--- src/rtl/agc_pkg.sv ---
// Shared types and default constants for the AGC capture sequencer.
package agc_pkg;

    // AGC gain code as reported by the gain loop.
    typedef logic [1:0] gain_t;

    // Sequencer states. The encoding is exported on the debug port.
    typedef enum logic [2:0] {
        S_IDLE     = 3'd0,
        S_AGC_RUN  = 3'd1,
        S_SETTLE   = 3'd2,
        S_CAPTURE  = 3'd3,
        S_DONE     = 3'd4,
        S_ERROR    = 3'd5
    } seq_state_t;

    typedef logic [1:0] err_code_t;

    localparam err_code_t ERR_NONE    = 2'b00;
    localparam err_code_t ERR_TIMEOUT = 2'b01;
    localparam err_code_t ERR_RETRY   = 2'b10;

    localparam int DEF_SETTLE_CYCLES  = 32;
    localparam int DEF_CAPTURE_LEN    = 1024;
    localparam int DEF_TIMEOUT_CYCLES = 65535;
    localparam int DEF_RETRY_MAX      = 3;

endpackage

--- src/rtl/agc_window_guard.sv ---
// Window violation detector: holds the reference gain code and flags any
// cycle where the gain differs from it or the AGC drops its stable flag.
// The same reference serves both the settle and the capture window.
module agc_window_guard
    import agc_pkg::*;
(
    input  logic  adc_clk,
    input  logic  rst_n,
    input  logic  load_i,        // capture gain_ctrl_i as the new reference
    input  logic  check_i,       // window is open; report violations
    input  gain_t gain_ctrl_i,
    input  logic  agc_stable_i,
    output gain_t ref_o,
    output logic  viol_o
);

    gain_t ref_q;

    // Reference register, loaded when the sequencer leaves AGC_RUN for SETTLE.
    always_ff @(posedge adc_clk or negedge rst_n) begin
        if (!rst_n) begin
            ref_q <= '0;
        end else if (load_i) begin
            ref_q <= gain_ctrl_i;
        end
    end

    // Same-cycle violation so the sequencer reacts on the very next edge.
    always_comb begin
        viol_o = check_i && (!agc_stable_i || (gain_ctrl_i != ref_q));
    end

    assign ref_o = ref_q;

endmodule

--- src/rtl/agc_capture_sequencer.sv ---
// Measurement-run sequencer around the auto-gain loop: enable AGC, wait for
// stable, require a clean settle window, then open a fixed capture window
// with gain frozen. Invalidated windows retry a bounded number of times.
// All outputs are registers loaded from the next-state decode, so they
// change on the same edge as the state register.
module agc_capture_sequencer
    import agc_pkg::*;
#(
    parameter int SETTLE_CYCLES  = DEF_SETTLE_CYCLES,
    parameter int CAPTURE_LEN    = DEF_CAPTURE_LEN,
    parameter int TIMEOUT_CYCLES = DEF_TIMEOUT_CYCLES,
    parameter int RETRY_MAX      = DEF_RETRY_MAX
) (
    input  logic       adc_clk,
    input  logic       rst_n,
    input  logic       start,
    input  logic       abort,
    input  logic [1:0] gain_ctrl,
    input  logic       agc_stable,
    output logic       agc_enable,
    output logic       agc_hold,
    output logic       cap_en,
    output logic       cap_start,
    output logic [1:0] gain_latched,
    output logic       busy,
    output logic       done,
    output logic       error,
    output logic [1:0] err_code,
    output logic [1:0] retry_cnt,
    output seq_state_t dbg_state_o
);

    localparam int SW = $clog2(SETTLE_CYCLES) + 1;
    localparam int CW = $clog2(CAPTURE_LEN) + 1;

    localparam logic [15:0] TMO_LAST    = 16'(TIMEOUT_CYCLES - 1);
    localparam logic [SW-1:0] SET_LAST  = SW'(SETTLE_CYCLES - 1);
    localparam logic [CW-1:0] CAP_LAST  = CW'(CAPTURE_LEN - 1);
    localparam logic [1:0] RETRY_LIMIT  = 2'(RETRY_MAX);

    seq_state_t      state_q, state_d;
    logic [15:0]     tmo_q, tmo_d;
    logic [SW-1:0]   settle_q, settle_d;
    logic [CW-1:0]   cap_q, cap_d;
    logic [1:0]      retry_q, retry_d;
    err_code_t       err_q, err_d;
    gain_t           glatch_q, glatch_d;

    logic agc_enable_q, agc_hold_q, cap_en_q, cap_start_q;
    logic busy_q, done_q, error_q;

    logic  ref_load;
    logic  win_check;
    logic  viol;
    gain_t ref_gain;

    assign win_check = (state_q == S_SETTLE) || (state_q == S_CAPTURE);

    agc_window_guard u_guard (
        .adc_clk      (adc_clk),
        .rst_n        (rst_n),
        .load_i       (ref_load),
        .check_i      (win_check),
        .gain_ctrl_i  (gain_ctrl),
        .agc_stable_i (agc_stable),
        .ref_o        (ref_gain),
        .viol_o       (viol)
    );

    // Next-state and counter decode; abort overrides every other event.
    always_comb begin
        state_d  = state_q;
        tmo_d    = tmo_q;
        settle_d = settle_q;
        cap_d    = cap_q;
        retry_d  = retry_q;
        err_d    = err_q;
        glatch_d = glatch_q;
        ref_load = 1'b0;
        if (abort) begin
            state_d = S_IDLE;
        end else begin
            case (state_q)
                S_IDLE, S_ERROR: begin
                    if (start) begin
                        state_d = S_AGC_RUN;
                        retry_d = '0;
                        err_d   = ERR_NONE;
                        tmo_d   = '0;
                    end
                end
                S_AGC_RUN: begin
                    tmo_d = tmo_q + 16'd1;
                    // Stable wins over a timeout on the same cycle.
                    if (agc_stable) begin
                        state_d  = S_SETTLE;
                        ref_load = 1'b1;
                        settle_d = '0;
                    end else if (tmo_q == TMO_LAST) begin
                        state_d = S_ERROR;
                        err_d   = ERR_TIMEOUT;
                    end
                end
                S_SETTLE: begin
                    // Settle violations are free: back to AGC_RUN, no retry.
                    if (viol) begin
                        state_d = S_AGC_RUN;
                        tmo_d   = '0;
                    end else if (settle_q == SET_LAST) begin
                        state_d  = S_CAPTURE;
                        glatch_d = ref_gain;
                        cap_d    = '0;
                    end else begin
                        settle_d = settle_q + SW'(1);
                    end
                end
                S_CAPTURE: begin
                    if (viol) begin
                        // retry_cnt saturates at the limit when the run errors out.
                        if (retry_q == RETRY_LIMIT) begin
                            state_d = S_ERROR;
                            err_d   = ERR_RETRY;
                        end else begin
                            retry_d = retry_q + 2'd1;
                            state_d = S_AGC_RUN;
                            tmo_d   = '0;
                        end
                    end else if (cap_q == CAP_LAST) begin
                        state_d = S_DONE;
                    end else begin
                        cap_d = cap_q + CW'(1);
                    end
                end
                S_DONE: begin
                    state_d = S_IDLE;
                end
                default: begin
                    state_d = S_IDLE;
                end
            endcase
        end
    end

    // State, counters and outputs registered together from the next-state decode.
    always_ff @(posedge adc_clk or negedge rst_n) begin
        if (!rst_n) begin
            state_q      <= S_IDLE;
            tmo_q        <= '0;
            settle_q     <= '0;
            cap_q        <= '0;
            retry_q      <= '0;
            err_q        <= ERR_NONE;
            glatch_q     <= '0;
            agc_enable_q <= 1'b0;
            agc_hold_q   <= 1'b0;
            cap_en_q     <= 1'b0;
            cap_start_q  <= 1'b0;
            busy_q       <= 1'b0;
            done_q       <= 1'b0;
            error_q      <= 1'b0;
        end else begin
            state_q      <= state_d;
            tmo_q        <= tmo_d;
            settle_q     <= settle_d;
            cap_q        <= cap_d;
            retry_q      <= retry_d;
            err_q        <= err_d;
            glatch_q     <= glatch_d;
            agc_enable_q <= (state_d == S_AGC_RUN) || (state_d == S_SETTLE) ||
                            (state_d == S_CAPTURE) || (state_d == S_DONE);
            agc_hold_q   <= (state_d == S_CAPTURE);
            cap_en_q     <= (state_d == S_CAPTURE);
            cap_start_q  <= (state_d == S_CAPTURE) && (state_q != S_CAPTURE);
            busy_q       <= (state_d != S_IDLE) && (state_d != S_ERROR);
            done_q       <= (state_d == S_DONE);
            error_q      <= (state_d == S_ERROR);
        end
    end

    assign agc_enable   = agc_enable_q;
    assign agc_hold     = agc_hold_q;
    assign cap_en       = cap_en_q;
    assign cap_start    = cap_start_q;
    assign gain_latched = glatch_q;
    assign busy         = busy_q;
    assign done         = done_q;
    assign error        = error_q;
    assign err_code     = err_q;
    assign retry_cnt    = retry_q;
    assign dbg_state_o  = state_q;

endmodule

--- config.mk ---
export PLATFORM = sky130hd
export DESIGN_NAME = agc_capture_sequencer
export DESIGN_NICKNAME = d
export VERILOG_FILES = /design/src/rtl/agc_pkg.sv /design/src/rtl/agc_window_guard.sv /design/src/rtl/agc_capture_sequencer.sv
export SDC_FILE = /design/constraint.sdc
export NUM_CORES = 1
export LEC_CHECK = 0
export ABC_AREA = 1
export ABC_CLOCK_PERIOD_IN_PS = 2200
export CORE_ASPECT_RATIO = 1.1
export CORE_UTILIZATION = 55
export DETAILED_ROUTE_END_ITERATION = 10
export PLACE_DENSITY = 0.87
export RECOVER_POWER = 50
export SYNTH_ARGS = -nofsm -noshare
export SYNTH_HDL_FRONTEND = slang
export SYNTH_SLANG_ARGS = --single-unit
--- constraint.sdc ---
create_clock -name adc_clk -period 2.2 [get_ports adc_clk]
set_input_delay 0.22 -clock adc_clk [delete_from_list [all_inputs] [get_ports adc_clk]]
set_output_delay 0.22 -clock adc_clk [all_outputs]
set_load 0.03 [all_outputs]
==> metrics.txt <==
status=finished, final reports clean; TritonRoute pass-1 iters=4; share of cells above drive strength 1=8.000%; drt drc=0; Area growth syn-to-layout=13.74%; FF-to-FF Start=dbg_state_o[2]; Avg WL per Cell=12.69 um; power per cell area=640.1 mW/mm^2; Root Buffer=clkbuf_8; TritonCTS clock tree=yes; ys async rst share=100.0%; Layout Nets=436; die height=78.59 um; pin slew with the least headroom to its limit=1.322 ns; crit path kind=reg2reg; vias in the first global route=2,526; Post-DP Area=0.003192 mm^2; Die ar.=0.005629 mm^2; clock-pin slew on the worst setup and hold paths=0.09 ns; total I/O pin count=23; total wire length=6129 um; type of the most critical hold path=reg2reg; Finished Layout Cells=483; Core ar.=0.005067 mm^2; Synthesized Nets=409; Yosys warnings=0; Leak=1.633 nW; fin area=0.003336 mm^2; Cells after DPL=474; Fin. Hold Viols=0; Die Wd=71.63 um; dpl hpwl=4622 um; Max-Cap Viols=0; Starting Density=57.88%; HP Start=gain_latched[1]; dominant synthesized flop cell=dfrtp_1; CP Capture Type=flop; first-pass GRT wire length=10,570 um; Slew HR=11.85%; final slew viol count=0; Worst-Skew Late Latency=0.31 ns; via count=2,555; Antenna Nets Post-Route=0; CTS sink count=50; Final Cycle Share=88.85%; GR Util All Layers=23.69%; gr ovfl total=0; fillcell total=416; CTS Buffer Depth=2; Cell Rows=27; mapped cell area=0.002933 mm^2; Critical Path Start=dbg_state_o[2]; antenna violations before repair=0; max frequency=511.6 MHz; Final Util=65.83%; RSZ-0062 raised after global routing=false; minimum clock period=1.955 ns; critical path required time=2.42 ns; CP Launch Type=flop; area of the multi-input gates=0.001471 mm^2; largest fanout on the critical path=17; Clock Skews=0.01175 ns; vias per cell=5.290; largest net degree at the start of global routing=26; buffer count from post-CTS setup fixing=0; syn avg cell area=7.387 um^2; DRT iter0 DRCs=96; CTS Buf Count=5; setup tns final=0 ns; Cells after Synth=397; diode count=0; FF+latch area=0.001251 mm^2; final setup vio count=0; GPL Wtd Cong=0.9462; port bufs=22; most frequent cells in the layout=nand2_1, dfrtp_1, nor2_1, nand3_1, inv_1; WP data arrival=2.18 ns; post-synthesis sequential area ratio=42.66%; H-Tree Depth=2; post-cts sizing count=0; Yosys reg bits=50; EDFF count, synth=0; Hold Slack=0.4879 ns; commonest non-fill, non-tap cell in the layout=nand2_1; Yosys cell types=33; Max VDD drop=326.4 uV
sequential cells by signal, summed over array words and instances, names as in the netlist:
signal / flops
agc_enable: 1
busy: 1
cap_en: 1
cap_q: 11
cap_start: 1
dbg_state_o: 3
done: 1
err_code: 2
error: 1
gain_latched: 2
retry_cnt: 2
settle_q: 6
tmo_q: 16
u_guard.ref_o: 2
logic make-up (layout without fill, tap and decap cells):
family	count (synthesis)	after routing	share of synthesized area, %
buf+inv	46	74	7.082
xor+xnor	18	18	5.375
compound gates	34	34	6.570
flops	50	50	42.66
simple gates	244	244	36.18
fa+ha+maj	5	5	2.133
worst max-delay path, cell delays in order (launching register included):
cell     delay, ns
dfrtp_1       0.43
inv_1         0.15
nand2_2       0.11
nor2_2        0.35
nand3_1       0.16
nand2_1       0.11
nand2_2       0.19
inv_2         0.19
nand2_1       0.08
o21ai_1       0.09
worst paths after layout:
check	endpoint	slack, ns	cells past startpoint
min in group asynchronous	dbg_state_o[1]	0.73	2
max reg2reg	cap_q[10]	0.25	9
min reg2reg	gain_latched[1]	0.49	2
min	gain_latched[1]	0.49	2
max in group asynchronous	cap_q[4]	0.47	3
max	cap_q[10]	0.25	9
stage by stage:
step	setup WS (ns)	total power, mW
finish	0.2453	2.135
global route	0.05342	2.231
CTS	0.3156	2.161
detailed placement	0.1640	1.373
global placement	0.3048	1.365
floorplan	0.5270	1.256
layout make-up:
type	instances	share of cell area (%)
Clock buffer	6	2.476
Sequential cell	50	37.51
Inverter	39	4.464
Timing Repair Buffer	27	7.464
Clock inverter	2	1.800
Multi-Input combinational cell	301	44.11
Tap cell	58	2.176
Yosys cell counts (2+ instances only):
cell     number  area, um^2
nand3_1      35       175.2
ha_1          5       62.56
o21ai_1       8       40.04
buf_4         2       15.01
buf_2         2       10.01
xor2_1       17       148.9
buf_6         3       33.78
dfrtp_1      50        1251
inv_1        33       123.9
nand4_1       3       18.77
nand2_1     136       510.5
nor2_1       47       176.4
nor3_1        4       20.02
nand2_2       2       12.51
o21ai_0      21       105.1
nor2_2        4       25.02
inv_2         4       15.01
or2_2         6       37.54
repair_timing:
action,in CTS,in global routing
hold buffers,1,0
hold endpoints to repair,23,0
setup endpoints to repair,0,0
routing by layer:
metal  GRT usage, %  share of wire (%)
met4          11.96                3.2
met3          3.851                2.6
met5              0                  0
met2          41.70                 50
met1          27.57                 44
power by group:
part           internal, mW  switching, mW
sequential            0.970         0.0459
combinational         0.109          0.228
clock                 0.485          0.297
total                  1.56          0.571
No activity file was read; power rests on OpenSTA's default activity.
